File: config.mk
export PLATFORM = sky130hd
export DESIGN_NAME = axi4_lite_ps_to_pl_reg_slave
export DESIGN_NICKNAME = d
export VERILOG_FILES = /design/src/rtl/axi4_lite_ps_to_pl_reg_slave_pkg.sv /design/src/rtl/axi4_lite_write_channel_fsm.sv /design/src/rtl/axi4_lite_ps_to_pl_reg_slave.sv
export SDC_FILE = /design/constraint.sdc
export NUM_CORES = 1
export LEC_CHECK = 0
export CORE_MARGIN = 4
export CORE_UTILIZATION = 52
export DETAILED_ROUTE_END_ITERATION = 10
export PLACE_DENSITY_LB_ADDON = 0.08
export RECOVER_POWER = 25
export SYNTH_ARGS = -nofsm -noshare
export SYNTH_HDL_FRONTEND = slang
export SYNTH_SLANG_ARGS = --single-unit
export TNS_END_PERCENT = 30
File: constraint.sdc
create_clock -name clk -period 23.6 [get_ports clk]
set_input_delay 3.54 -clock clk [delete_from_list [all_inputs] [get_ports clk]]
set_output_delay 3.54 -clock clk [all_outputs]
set_load 0.01 [all_outputs]
File: src/rtl/axi4_lite_ps_to_pl_reg_slave_pkg.sv
// Shared types for the PS-to-PL AXI4-Lite control-register slave.
// Covers the FSM state enums, the AXI response codes and the register index type.
package axi4_lite_ps_to_pl_reg_slave_pkg;

  typedef enum logic [1:0] {
    WR_IDLE      = 2'd0,
    WR_HAVE_ADDR = 2'd1,
    WR_HAVE_DATA = 2'd2,
    WR_RESP      = 2'd3
  } wrState_e;

  typedef enum logic {
    RD_IDLE = 1'b0,
    RD_DATA = 1'b1
  } rdState_e;

  localparam logic [1:0] AXI_RESP_OKAY   = 2'b00;
  localparam logic [1:0] AXI_RESP_SLVERR = 2'b10;

  localparam int REG_NUM_DEFAULT = 16;
  localparam int REG_IDX_W       = $clog2(REG_NUM_DEFAULT);

  typedef logic [REG_IDX_W-1:0] regIndex_t;

endpackage

File: src/rtl/axi4_lite_write_channel_fsm.sv
// AW/W/B handshake for the control-register slave. Address and data may arrive in either
// order; commit_o pulses combinationally on the edge a write to an implemented register lands.
module axi4_lite_write_channel_fsm
  import axi4_lite_ps_to_pl_reg_slave_pkg::*;
#(
  parameter int ADDR_WIDTH = 7,
  parameter int DATA_WIDTH = 32,
  parameter int REG_NUM    = 16
) (
  input  logic                        clk,
  input  logic                        rst,
  input  logic [ADDR_WIDTH-1:0]       awAddr_i,
  input  logic                        awValid_i,
  output logic                        awReady_o,
  input  logic [DATA_WIDTH-1:0]       wData_i,
  input  logic [DATA_WIDTH/8-1:0]     wStrb_i,
  input  logic                        wValid_i,
  output logic                        wReady_o,
  output logic [1:0]                  bResp_o,
  output logic                        bValid_o,
  input  logic                        bReady_i,
  output logic                        commit_o,
  output logic [$clog2(REG_NUM)-1:0]  index_o,
  output logic [DATA_WIDTH-1:0]       data_o,
  output logic [DATA_WIDTH/8-1:0]     strb_o
);

  localparam int WORD_W = ADDR_WIDTH - 2;

  wrState_e                  stateQ, stateD;
  logic [WORD_W-1:0]         addrQ, addrD;
  logic [DATA_WIDTH-1:0]     dataQ, dataD;
  logic [DATA_WIDTH/8-1:0]   strbQ, strbD;
  logic [1:0]                bRespQ, bRespD;
  logic                      awHs, wHs, commit, inRange;
  logic [WORD_W-1:0]         wordIdx;
  logic                      unusedAddrBits;

  assign unusedAddrBits = ^awAddr_i[1:0];

  assign awReady_o = (stateQ == WR_IDLE) || (stateQ == WR_HAVE_DATA);
  assign wReady_o  = (stateQ == WR_IDLE) || (stateQ == WR_HAVE_ADDR);
  assign bValid_o  = (stateQ == WR_RESP);
  assign bResp_o   = bRespQ;

  assign awHs = awValid_i && awReady_o;
  assign wHs  = wValid_i && wReady_o;

  // Whichever half was latched earlier comes from its holding register, the other from the bus.
  assign wordIdx = (stateQ == WR_HAVE_ADDR) ? addrQ : awAddr_i[ADDR_WIDTH-1:2];
  assign data_o  = (stateQ == WR_HAVE_DATA) ? dataQ : wData_i;
  assign strb_o  = (stateQ == WR_HAVE_DATA) ? strbQ : wStrb_i;
  assign inRange = int'(wordIdx) < REG_NUM;
  assign index_o = wordIdx[$clog2(REG_NUM)-1:0];
  assign commit_o = commit && inRange;

  always_ff @(posedge clk or posedge rst) begin
    if (rst) begin
      stateQ <= WR_IDLE;
      addrQ  <= '0;
      dataQ  <= '0;
      strbQ  <= '0;
      bRespQ <= AXI_RESP_OKAY;
    end else begin
      stateQ <= stateD;
      addrQ  <= addrD;
      dataQ  <= dataD;
      strbQ  <= strbD;
      bRespQ <= bRespD;
    end
  end

  always_comb begin
    stateD = stateQ;
    addrD  = addrQ;
    dataD  = dataQ;
    strbD  = strbQ;
    bRespD = bRespQ;
    commit = 1'b0;
    case (stateQ)
      WR_IDLE: begin
        if (awHs && wHs) begin
          commit = 1'b1;
        end else if (awHs) begin
          addrD  = awAddr_i[ADDR_WIDTH-1:2];
          stateD = WR_HAVE_ADDR;
        end else if (wHs) begin
          dataD  = wData_i;
          strbD  = wStrb_i;
          stateD = WR_HAVE_DATA;
        end
      end
      WR_HAVE_ADDR: commit = wHs;
      WR_HAVE_DATA: commit = awHs;
      WR_RESP: if (bReady_i) stateD = WR_IDLE;
      default: stateD = WR_IDLE;
    endcase
    if (commit) begin
      bRespD = inRange ? AXI_RESP_OKAY : AXI_RESP_SLVERR;
      stateD = WR_RESP;
    end
  end

endmodule

File: src/rtl/axi4_lite_ps_to_pl_reg_slave.sv
// PS-to-PL control-register bank behind an AXI4-Lite slave, with core-side write-back.
// Define RSD_AXI_LITE_WSTRB_EN to honour WSTRB byte lanes; otherwise writes are full-word.
module axi4_lite_ps_to_pl_reg_slave
  import axi4_lite_ps_to_pl_reg_slave_pkg::*;
#(
  parameter int ADDR_WIDTH = 7,
  parameter int DATA_WIDTH = 32,
  parameter int REG_NUM    = 16
) (
  input  logic                          clk,
  input  logic                          rst,
  input  logic [ADDR_WIDTH-1:0]         AWADDR,
  input  logic [2:0]                    AWPROT,
  input  logic                          AWVALID,
  output logic                          AWREADY,
  input  logic [DATA_WIDTH-1:0]         WDATA,
  input  logic [DATA_WIDTH/8-1:0]       WSTRB,
  input  logic                          WVALID,
  output logic                          WREADY,
  output logic [1:0]                    BRESP,
  output logic                          BVALID,
  input  logic                          BREADY,
  input  logic [ADDR_WIDTH-1:0]         ARADDR,
  input  logic [2:0]                    ARPROT,
  input  logic                          ARVALID,
  output logic                          ARREADY,
  output logic [DATA_WIDTH-1:0]         RDATA,
  output logic [1:0]                    RRESP,
  output logic                          RVALID,
  input  logic                          RREADY,
  output logic [REG_NUM*DATA_WIDTH-1:0] regOut,
  output logic                          axiWritePulse,
  output logic [$clog2(REG_NUM)-1:0]    axiWriteIndex,
  input  logic                          plWe,
  input  logic [$clog2(REG_NUM)-1:0]    plIndex,
  input  logic [DATA_WIDTH-1:0]         plData
);

  localparam int IDX_W = $clog2(REG_NUM);

  logic [DATA_WIDTH-1:0]   regQ [REG_NUM];
  logic [DATA_WIDTH-1:0]   regD [REG_NUM];
  logic                    wrCommit;
  logic [IDX_W-1:0]        wrIndex;
  logic [DATA_WIDTH-1:0]   wrData;
  logic [DATA_WIDTH/8-1:0] wrStrb;
  logic                    pulseQ;
  logic [IDX_W-1:0]        indexQ;
  rdState_e                rdStateQ, rdStateD;
  logic [DATA_WIDTH-1:0]   rDataQ, rDataD;
  logic [1:0]              rRespQ, rRespD;
  logic                    arHs, rdInRange;
  logic [ADDR_WIDTH-3:0]   rdWord;
  logic                    unusedInputs;

`ifdef RSD_AXI_LITE_WSTRB_EN
  assign unusedInputs = ^{AWPROT, ARPROT, ARADDR[1:0]};
`else
  assign unusedInputs = ^{AWPROT, ARPROT, ARADDR[1:0], WSTRB, wrStrb};
`endif

  axi4_lite_write_channel_fsm #(
    .ADDR_WIDTH(ADDR_WIDTH),
    .DATA_WIDTH(DATA_WIDTH),
    .REG_NUM   (REG_NUM)
  ) uWriteFsm (
    .clk      (clk),
    .rst      (rst),
    .awAddr_i (AWADDR),
    .awValid_i(AWVALID),
    .awReady_o(AWREADY),
    .wData_i  (WDATA),
    .wStrb_i  (WSTRB),
    .wValid_i (WVALID),
    .wReady_o (WREADY),
    .bResp_o  (BRESP),
    .bValid_o (BVALID),
    .bReady_i (BREADY),
    .commit_o (wrCommit),
    .index_o  (wrIndex),
    .data_o   (wrData),
    .strb_o   (wrStrb)
  );

  // AXI commit is applied after the core write so it wins on an index collision.
  always_comb begin
    for (int i = 0; i < REG_NUM; i++) begin
      regD[i] = regQ[i];
      if (plWe && (plIndex == IDX_W'(i))) regD[i] = plData;
      if (wrCommit && (wrIndex == IDX_W'(i))) begin
`ifdef RSD_AXI_LITE_WSTRB_EN
        for (int b = 0; b < DATA_WIDTH/8; b++) begin
          if (wrStrb[b]) regD[i][b*8 +: 8] = wrData[b*8 +: 8];
        end
`else
        regD[i] = wrData;
`endif
      end
    end
  end

  always_ff @(posedge clk or posedge rst) begin
    if (rst) begin
      for (int i = 0; i < REG_NUM; i++) regQ[i] <= '0;
      pulseQ <= 1'b0;
      indexQ <= '0;
    end else begin
      for (int i = 0; i < REG_NUM; i++) regQ[i] <= regD[i];
      pulseQ <= wrCommit;
      indexQ <= wrIndex;
    end
  end

  for (genvar g = 0; g < REG_NUM; g++) begin : gRegOut
    assign regOut[g*DATA_WIDTH +: DATA_WIDTH] = regQ[g];
  end

  assign axiWritePulse = pulseQ;
  assign axiWriteIndex = indexQ;

  assign ARREADY   = (rdStateQ == RD_IDLE);
  assign RVALID    = (rdStateQ == RD_DATA);
  assign RDATA     = rDataQ;
  assign RRESP     = rRespQ;
  assign arHs      = ARVALID && ARREADY;
  assign rdWord    = ARADDR[ADDR_WIDTH-1:2];
  assign rdInRange = int'(rdWord) < REG_NUM;

  always_ff @(posedge clk or posedge rst) begin
    if (rst) begin
      rdStateQ <= RD_IDLE;
      rDataQ   <= '0;
      rRespQ   <= AXI_RESP_OKAY;
    end else begin
      rdStateQ <= rdStateD;
      rDataQ   <= rDataD;
      rRespQ   <= rRespD;
    end
  end

  // Read data is sampled from regQ, so a same-edge AXI write returns the pre-write value.
  always_comb begin
    rdStateD = rdStateQ;
    rDataD   = rDataQ;
    rRespD   = rRespQ;
    case (rdStateQ)
      RD_IDLE: begin
        if (arHs) begin
          rdStateD = RD_DATA;
          if (rdInRange) begin
            rDataD = regQ[rdWord[IDX_W-1:0]];
            rRespD = AXI_RESP_OKAY;
          end else begin
            rDataD = '0;
            rRespD = AXI_RESP_SLVERR;
          end
        end
      end
      RD_DATA: if (RREADY) rdStateD = RD_IDLE;
      default: rdStateD = RD_IDLE;
    endcase
  end

endmodule

# == Word-level counts from Yosys, hierarchy flattened ==
# Cells that the tools add are included.
# word_totals
in_bits,100
out_inout_bits,558
regBits,593
# op_classes
eq_ne,36
n_mux,51
n_reduce_logical,63
bitwise_logic,4
order_cmp,3
# ops
cell,n
two-way mux 32 bit,36
binary-select mux 32 bit (select 4 bit),1
== test 4 bit (second input constant),16
logical AND 1 bit,37
== test 4 x 3 -> 1 bit (second input constant),8
nonzero test 2 bit,16
== test 4 x 2 -> 1 bit (second input constant),4
two-way mux 2 bit,7
less-than comparator 5 bit (second input constant),2
== test 4 x 1 -> 1 bit (second input constant),2
zero test 4 bit,2
AND reduction 4 bit,2
greater-or-equal comparator 5 bit (second input constant),1
two-way mux 5 bit,1
inverter 4 -> 5 bit,1
== test 2 bit (second input constant),2
!= test 4 x 1 -> 1 bit (second input constant),1
case mux 2 bit (2 select lines),1
two-way mux 1 bit,3
!= test 3 x 1 -> 1 bit (second input constant),1
!= test 3 x 2 -> 1 bit (second input constant),1
inverter 1 bit,3
case mux 1 bit (3 select lines),1
AND reduction 3 bit,1
6 further kinds,7

# == Logic depth before layout (Yosys ltp) ==
# depth
depth_word,9
ltp_mapped,9
mapped_depth_nobuf,6

# == Cells and area by module ==
# From an unflattened synthesis, not the netlist that was laid out.
# unflattened
cells_unflattened,2942
area_unflattened_um2,31591.5
# modules_own_cells
mod,cells_per_inst,n_inst,area_per_inst_um2
axi4_lite_ps_to_pl_reg_slave,2786,1,29354.4
axi4_lite_write_channel_fsm,156,1,2237.1

# == Least setup slack after synthesis ==
# Ideal clock, no wire load.
# synth_timing
path_kind,input port to flip-flop
startpoint,input port ARADDR[2]
endpoint,"register rDataQ[3], in the netlist RDATA[3]"
cell_stages,8
path_slack_ns,18.466
arrival_ns,5.001
setup_time_ns,0.133
path_cell_list,buf_2 buf_2 buf_2 buf_4 mux2i_1 a22oi_1 a32oi_1 o21ai_0
# synth_via
elab_chain_cells,5
elab_cells_between_ends,6
classes_between,order compare: 1; mux: 4; bitwise: 1
# synth_rtl
element,line_no,rtl
start: declaration,axi4_lite_ps_to_pl_reg_slave.sv:23,"input logic [ADDR_WIDTH-1:0] ARADDR,"
inverter 4 -> 5 bit (implied by the code),axi4_lite_ps_to_pl_reg_slave.sv:151,rDataD = regQ[rdWord[IDX_W-1:0]];
binary-select mux 32 bit (select 4 bit),axi4_lite_ps_to_pl_reg_slave.sv:151,
two-way mux 32 bit (implied by the code) (2 in series),axi4_lite_ps_to_pl_reg_slave.sv:151,
two-way mux 32 bit *,axi4_lite_ps_to_pl_reg_slave.sv:150,if (rdInRange) begin
end signal: assignment,axi4_lite_ps_to_pl_reg_slave.sv:136,rDataQ <= rDataD;
end: declaration,axi4_lite_ps_to_pl_reg_slave.sv:50,"logic [DATA_WIDTH-1:0] rDataQ, rDataD;"
# Mark *: on every way between the ends. The rest lies on a longest branch, timed or not. The select of a mux whose other input is x is not followed.
# A chain may end at the register's enable or synchronous reset.

==> report_table.html <==
<table>
<tr><th>Metric</th><th>Value</th></tr>
<tr><th colspan="2">Outcome</th></tr>
<tr><td>Outcome</td><td>complete, but fails checks</td></tr>
<tr><td>Failing checks</td><td>max-capacitance violations, max-slew violations</td></tr>
<tr><th colspan="2">Hold path</th></tr>
<tr><td>Min-Delay Path Class</td><td>reg2reg</td></tr>
<tr><th colspan="2">STA</th></tr>
<tr><td>Number of failing hold endpoints at the final stage</td><td>0</td></tr>
<tr><td>RSZ-0062 raised after global routing</td><td>false</td></tr>
<tr><td>Period utilization</td><td>46.55%</td></tr>
<tr><td>Final Max Slew Viols</td><td>244</td></tr>
<tr><td>Setup Skew</td><td>about 0.023 ns</td></tr>
<tr><td>Crit path time final</td><td>10.99 ns</td></tr>
<tr><td>Slew HR</td><td>-270.9%</td></tr>
<tr><td>Setup total negative slack</td><td>0 ns</td></tr>
<tr><td>Finish-stage setup viols</td><td>0</td></tr>
<tr><td>Timing-limited maximum frequency</td><td>roughly 0.09 GHz</td></tr>
<tr><td>Slew at the pin closest to its max-slew limit</td><td>5.564 ns</td></tr>
<tr><th colspan="2">Setup path</th></tr>
<tr><td>Critical path endpoint category</td><td>async pin</td></tr>
<tr><td>Class of the most critical setup path</td><td>in2async</td></tr>
<tr><td>Data required, critical path</td><td>~24 ns</td></tr>
<tr><td>Arrival @ worst endpoint</td><td>11.55 ns</td></tr>
<tr><td>CP Max Fanout</td><td>around 120</td></tr>
<tr><td>Startpoint type of the worst setup path</td><td>input pin</td></tr>
<tr><th colspan="2">Power</th></tr>
<tr><td>Worst-case vdd ir drop</td><td>94.08 uV</td></tr>
<tr><td>Power Density</td><td>136.8 nW/um^2</td></tr>
<tr><td>Leakage power figure</td><td>0.02100 uW</td></tr>
<tr><th colspan="2">Detailed routing</th></tr>
<tr><td>Vias/cell</td><td>6.473</td></tr>
<tr><td>First-iteration detailed-routing DRC count</td><td>between 2000 and 2500</td></tr>
<tr><td>Residual DRC</td><td>0</td></tr>
<tr><td>Drt pass-1 iters</td><td>5</td></tr>
<tr><td>Total detailed-routing wirelength</td><td>127600 um</td></tr>
<tr><td>Number of nets with antenna violations after detailed routing</td><td>0</td></tr>
<tr><td>DR vias</td><td>24190</td></tr>
<tr><td>Average wire per cell in the routed design</td><td>34.15 um</td></tr>
<tr><th colspan="2">Die</th></tr>
<tr><td>Width of the chip</td><td>between 200 and 300 um</td></tr>
<tr><td>Die footprint</td><td>64930 um^2</td></tr>
<tr><td>Number of top-level pins</td><td>658</td></tr>
<tr><td>Rows</td><td>90</td></tr>
<tr><td>Die outline height</td><td>roughly 250 um</td></tr>
<tr><td>Effective utilization at floorplan</td><td>52.49%</td></tr>
<tr><td>Core region area</td><td>60360 um^2</td></tr>
<tr><th colspan="2">GRT</th></tr>
<tr><td>Via count of the first global-routing pass</td><td>24940</td></tr>
<tr><td>Largest net degree at the start of global routing</td><td>122</td></tr>
<tr><td>Number of antenna violations at the first check in global routing</td><td>7</td></tr>
<tr><td>First-pass GRT wire length</td><td>between 150000 and 200000 um</td></tr>
<tr><td>GRT overflow</td><td>0</td></tr>
<tr><td>Global-route usage over all layers</td><td>between 30% and 40%</td></tr>
<tr><th colspan="2">Clocking</th></tr>
<tr><td>Post_cts resized</td><td>0</td></tr>
<tr><td>Clock tree from TritonCTS</td><td>yes</td></tr>
<tr><td>CTS buffer count</td><td>between 60 and 70</td></tr>
<tr><td>Deepest clock path buffer count</td><td>3</td></tr>
<tr><td>CTS H-tree depth</td><td>3</td></tr>
<tr><td>Setup bufs post-CTS</td><td>0</td></tr>
<tr><td>Root Buffer Master</td><td>clkbuf_16</td></tr>
<tr><td>Cts-stage hold buffer count</td><td>0</td></tr>
<tr><td>Clock Latency Late Sink</td><td>0.60 ns</td></tr>
<tr><td>CTS clk-pin slew, worst paths</td><td>0.06 ns</td></tr>
<tr><td>Count of clock tree sinks</td><td>591</td></tr>
<tr><th colspan="2">Synth</th></tr>
<tr><td>Dominant combinational cell family by area after synthesis</td><td>multiplexers</td></tr>
<tr><td>Most common cell in the netlist</td><td>mux2i_1</td></tr>
<tr><td>Xor/xnor share of the synthesized area</td><td>0%</td></tr>
<tr><td>Post-synth top area share</td><td>46.68%</td></tr>
<tr><td>Adder-Cell Fraction of Synth Area</td><td>0.1975%</td></tr>
<tr><td>Post-synth cell types</td><td>44</td></tr>
<tr><td>Main flop type after synthesis</td><td>dfrtp_1</td></tr>
<tr><td>Most instantiated cells after synthesis</td><td>1188 x mux2i_1, 591 x dfrtp_1, 138 x clkbuf_1, 74 x mux4_2, 59 x buf_2</td></tr>
<tr><td>Biggest area contributors in the synthesized netlist</td><td>dfrtp_1 47%, mux2i_1 38%, mux4_2 5.3%</td></tr>
<tr><td>Cell area after synthesis</td><td>between 30000 and 40000 um^2</td></tr>
<tr><td>Post-synthesis instance total</td><td>2376</td></tr>
<tr><td>Proportion of synthesized chip area in sequential cells</td><td>46.68%</td></tr>
<tr><td>Cell type with the highest aggregate area in the netlist</td><td>dfrtp_1</td></tr>
<tr><td>YS warnings</td><td>0</td></tr>
<tr><td>Complex-gate fraction of the synthesized area</td><td>3.160%</td></tr>
<tr><td>Average footprint of a synthesized cell</td><td>13.33 um^2</td></tr>
<tr><td>Fraction of registers with async set/reset</td><td>100.0%</td></tr>
<tr><td>Flip-flop and latch count after synthesis</td><td>591</td></tr>
<tr><td>Share of synthesized cell area in and, or, nand and nor gates</td><td>around 1.6%</td></tr>
<tr><td>EDFF count, synth</td><td>0</td></tr>
<tr><td>Mux cell area share after synthesis</td><td>44.72%</td></tr>
<tr><th colspan="2">Placed design</th></tr>
<tr><td>Detail Placement HPWL</td><td>79660 um</td></tr>
<tr><td>Number of port buffers</td><td>641</td></tr>
<tr><td>Routability congestion estimate</td><td>0.8510</td></tr>
<tr><td>Cell area after placement</td><td>38560 um^2</td></tr>
<tr><th colspan="2">Final layout</th></tr>
<tr><td>Area overhead of the layout relative to synthesis</td><td>28.45%</td></tr>
<tr><td>Net count, final</td><td>3005</td></tr>
<tr><td>Filler Cells Inserted</td><td>4427</td></tr>
<tr><td>Final Cell Area</td><td>between 40000 and 50000 um^2</td></tr>
<tr><td>Multi-input logic area</td><td>~16000 um^2</td></tr>
<tr><td>Fraction of layout cells with a size suffix above 1</td><td>between 10 and 15%</td></tr>
<tr><td>Register cell area after layout</td><td>14790 um^2</td></tr>
<tr><th colspan="2">Run</th></tr>
<tr><td>Number of max-capacitance violations reported</td><td>4</td></tr>
</table>
[cell families after synthesis]
group	after synthesis
flip-flops	591
adder cells (fa/ha/maj)	5
other	1
AND/OR/NAND/NOR	88
multiplexers	1316
AO/OA/AOI/OAI	136
buffers and inverters	239
[area by class of cell]
type,instances,share of cell area (%)
Inverter,4,0.03997
Clock inverter,14,0.1906
Antenna cell,6,0.03690
Clock buffer,104,5.009
Multi-Input combinational cell,1547,39.34
Tap cell,782,2.405
Sequential cell,591,36.34
Timing Repair Buffer,689,16.63
[final timing paths]
kind                                                 start                         end  slack [ns]  cells past startpoint
setup / recovery                                       rst     regOut[149]$_DFFE_PP0P_       12.61                      5
hold / removal                       RDATA[22]$_DFFE_PP0P_       RDATA[22]$_DFFE_PP0P_        0.50                      2
setup reg to reg           uWriteFsm.stateQ[0]$_DFFE_PP0P_     regOut[401]$_DFFE_PP0P_       18.82                      6
hold reg to reg                      RDATA[22]$_DFFE_PP0P_       RDATA[22]$_DFFE_PP0P_        0.50                      2
max in group clk                                   AWVALID     regOut[401]$_DFFE_PP0P_       16.79                      5
min in group asynchronous                              rst  axiWriteIndex[3]$_DFF_PP0_        5.07                      2
[critical path, cell delays in order]
cell and delay [ns]:
dlygate4sd3_1 0.55, clkinvlp_2 3.04, clkbuf_1 2.23, buf_4 0.97, buf_4 0.92
[cell usage in the layout (no fill, tap or decap), types with 10 or more instances in the layout]
| cell type | netlist | final |
|---|---|---|
| a22oi_1 | 55 | 56 |
| a32oi_1 | 23 | 23 |
| clkbuf_1 | 138 | 20 |
| clkbuf_8 | 0 | 18 |
| clkbuf_16 | 0 | 69 |
| nand2_1 | 19 | 15 |
| clkinv_2 | 0 | 12 |
| mux4_2 | 74 | 74 |
| buf_4 | 3 | 46 |
| clkdlybuf4s50_1 | 0 | 413 |
| mux2_2 | 53 | 51 |
| dfrtp_1 | 591 | 591 |
| mux2i_1 | 1188 | 1181 |
| nor2_4 | 0 | 10 |
| o21ai_0 | 35 | 35 |
| dlygate4sd3_1 | 0 | 225 |
[flip-flops by register name, summed over array words and instances, names as in the netlist]
signal / count
RDATA: 32
RRESP: 1
regOut: 512
RVALID: 1
uWriteFsm.bResp_o: 1
uWriteFsm.stateQ: 2
uWriteFsm.dataQ: 32
uWriteFsm.addrQ: 5
axiWriteIndex: 4
axiWritePulse: 1
[power breakdown]
group	switching, uW	internal (uW)
combinational	1260	1320
sequential	455	1520
clock	429	593
[metal layers]
layer / wire length [um] / track usage (%) / up-vias / part of all wire [%]
li1: - / - / 9908 / -
met1: 49760 / 49.97 / 12710 / 39
met2: 58720 / 59.87 / 1220 / 46
met3: 12230 / 11.22 / 347 / 9.6
met4: 6843 / 17.40 / 6 / 5.4
met5: 44 / 0 / - / 0.034
[metrics by stage]
stage | hold WS (ns) | instances | total power (uW) | utilization [%] | worst slack [ns]
final | 0.4950 | 3737 | 5566 | 67.42 | 12.61
after global routing | 0.5184 | 3734 | 5812 | 67.40 | 11.27
after CTS | 0.4968 | 3729 | 5623 | 67.39 | 16.80
after detailed placement | 0.4816 | 3611 | 4589 | 63.88 | 16.16
after global placement | 0.4708 | 3611 | 4502 | 63.88 | 16.23
after floorplan | 0.4578 | 2377 | 3039 | - | 3.520
(Power assumes the default switching activity.)
==> RTL edit, RTL diff (same flow settings) <==
`DATA_WIDTH` is set to 32 in 2 places; all go to 16.
--- a/src/rtl/axi4_lite_write_channel_fsm.sv
+++ b/src/rtl/axi4_lite_write_channel_fsm.sv
@@ -5,5 +5,5 @@
 #(
   parameter int ADDR_WIDTH = 7,
-  parameter int DATA_WIDTH = 32,
+  parameter int DATA_WIDTH = 16,
   parameter int REG_NUM    = 16
 ) (
--- a/src/rtl/axi4_lite_ps_to_pl_reg_slave.sv
+++ b/src/rtl/axi4_lite_ps_to_pl_reg_slave.sv
@@ -5,5 +5,5 @@
 #(
   parameter int ADDR_WIDTH = 7,
-  parameter int DATA_WIDTH = 32,
+  parameter int DATA_WIDTH = 16,
   parameter int REG_NUM    = 16
 ) (
Ports: changed (5 resized); port bits go from 658 to 352. The function was not compared with the original's and may differ.
==> RTL edit against the unedited design <==
The run still ends with capacitance limit, slew limit left; maximum frequency grew 36%; global-route usage fell by 9.1 points; count of clock-buffer cells in the layout decreased by 48; routed wire length is 59% lower; clock skew fell by 0.0086 ns; cell area fell by 48%; via count shrank 51%; sequential cell count decreased by 288; setup slack gained 2.9 ns; non-clock buffer count fell by 320; utilization is 0.41 points lower; synthesized area down 47%; total power down 49%; critical endpoint is now regOut[116]; largest cell class unchanged; highest routed layer is now met4.
==> RTL edit: results (changes against the unedited design) <==
Compound-Gate Fraction of Synth Area=0.03512 (was 0.03160); Combinational Power Share=0.451 (was 0.462); max cap viols=1 (was 4); H-tree depth=2 (was 3); number of flip-flops in the largest register=256 (was 512); Worst VDD drop=0.08164 mV (was 0.09408 mV); max-slew violations=100 (was 244); Syn Inst Count=1236 (was 2376); failing checks=capacitance limit, slew limit (unchanged); CP max FO=99 (was 121); vias in the first global route=12530 (was 24940); Max Clock Skew=0.01443 ns (was 0.02301 ns); R2R depth=8 (was 6); Pint=1.785 mW (was 3.425 mW); Skew-Pair Late Insertion Delay=0.52 ns (was 0.60 ns); WHS=0.4871 ns (was 0.4950 ns); largest cells by area after synthesis=dfrtp_1 45%, mux2i_1 35%, mux4_2 5.6% (was dfrtp_1 47%, mux2i_1 38%, mux4_2 5.3%); CP arrival=8.65 ns (was 11.55 ns); sequential fraction of the synthesis area=0.4519 (was 0.4668); P_seq=1.03 mW (was 1.97 mW); Initial DRT Pass Iterations=7 (was 5); R2R setup slack=19.05 ns (was 18.82 ns); detailed-route via count=11920 (was 24190); Final GP Congestion=0.8980 (was 0.8510); synth cell count leaders=588 x mux2i_1, 303 x dfrtp_1, 42 x mux4_2 (was 1188 x mux2i_1, 591 x dfrtp_1, 138 x clkbuf_1); Worst Tran Pin Value=4.783 ns (was 5.564 ns); hpwl dp=37.68 mm (was 79.66 mm); status=finished, violations left (unchanged); initial antenna violation count=2 (was 7); PortBufs=337 (was 641); switching power=1.059 mW (was 2.141 mW); largest net degree at the start of global routing=100 (was 122); synthesized-area fraction occupied by adder cells=0.003729 (was 0.001975); Pleak=10.32 nW (was 21.00 nW); count of different cell masters after synthesis=48 (was 44)
## RTL edit: cell count changes in the layout (fill, tap and decap cells not counted), moves of 21 or more
cell and delta:
mux2i_1 -599, a22oi_1 -29, dfrtp_1 -288, mux4_2 -32, clkdlybuf4s50_1 -173, dlygate4sd3_1 -131
clkbuf_16 -34, o21ai_0 -21, mux2_2 -21
## RTL edit: how the worst max path moves through the flow
| stage | slack [ns] | startpoint | end |
|---|---|---|---|
| after CTS | 17.74 | rst | regOut[52] |
| after floorplan | 11.69 | rst | RDATA[0] |
| after global placement | 17.25 | rst | regOut[82] |
| after global routing | 14.64 | rst | regOut[54] |
| after detailed placement | 17.21 | rst | regOut[70] |
| final | 15.52 | rst | regOut[116] |
## RTL edit: cell families (layout without fill, tap and decap cells)
| logic type | Yosys count | after routing |
|---|---|---|
| muxes | 662 | 662 |
| DFF | 303 | 303 |
| buffers and inverters | 116 | 439 |
| AOI/OAI and AO/OA | 76 | 76 |
| and+or+nand+nor | 73 | 73 |
| adders and majority gates | 5 | 5 |
| other | 1 | 4 |
## RTL edit: area by class of cell
cell class / count / area [µm²] / area share
Sequential cell: 303 / 7582 / 0.3568
Tap cell: 402 / 503.0 / 0.02367
Timing Repair Buffer: 369 / 3597 / 0.1693
Clock buffer: 56 / 1045 / 0.04916
Inverter: 7 / 28.78 / 0.001354
Clock inverter: 7 / 71.32 / 0.003356
Antenna cell: 2 / 5.005 / 0.0002355
Multi-Input combinational cell: 818 / 8421 / 0.3962
## RTL edit: routing by layer
layer	wire length, µm	up-vias	track usage
li1	-	5215	-
met1	23770	6107	0.4289
met2	23410	515	0.4424
met3	3602	82	0.05957
met4	1499	0	0.08385
met5	0	-	0
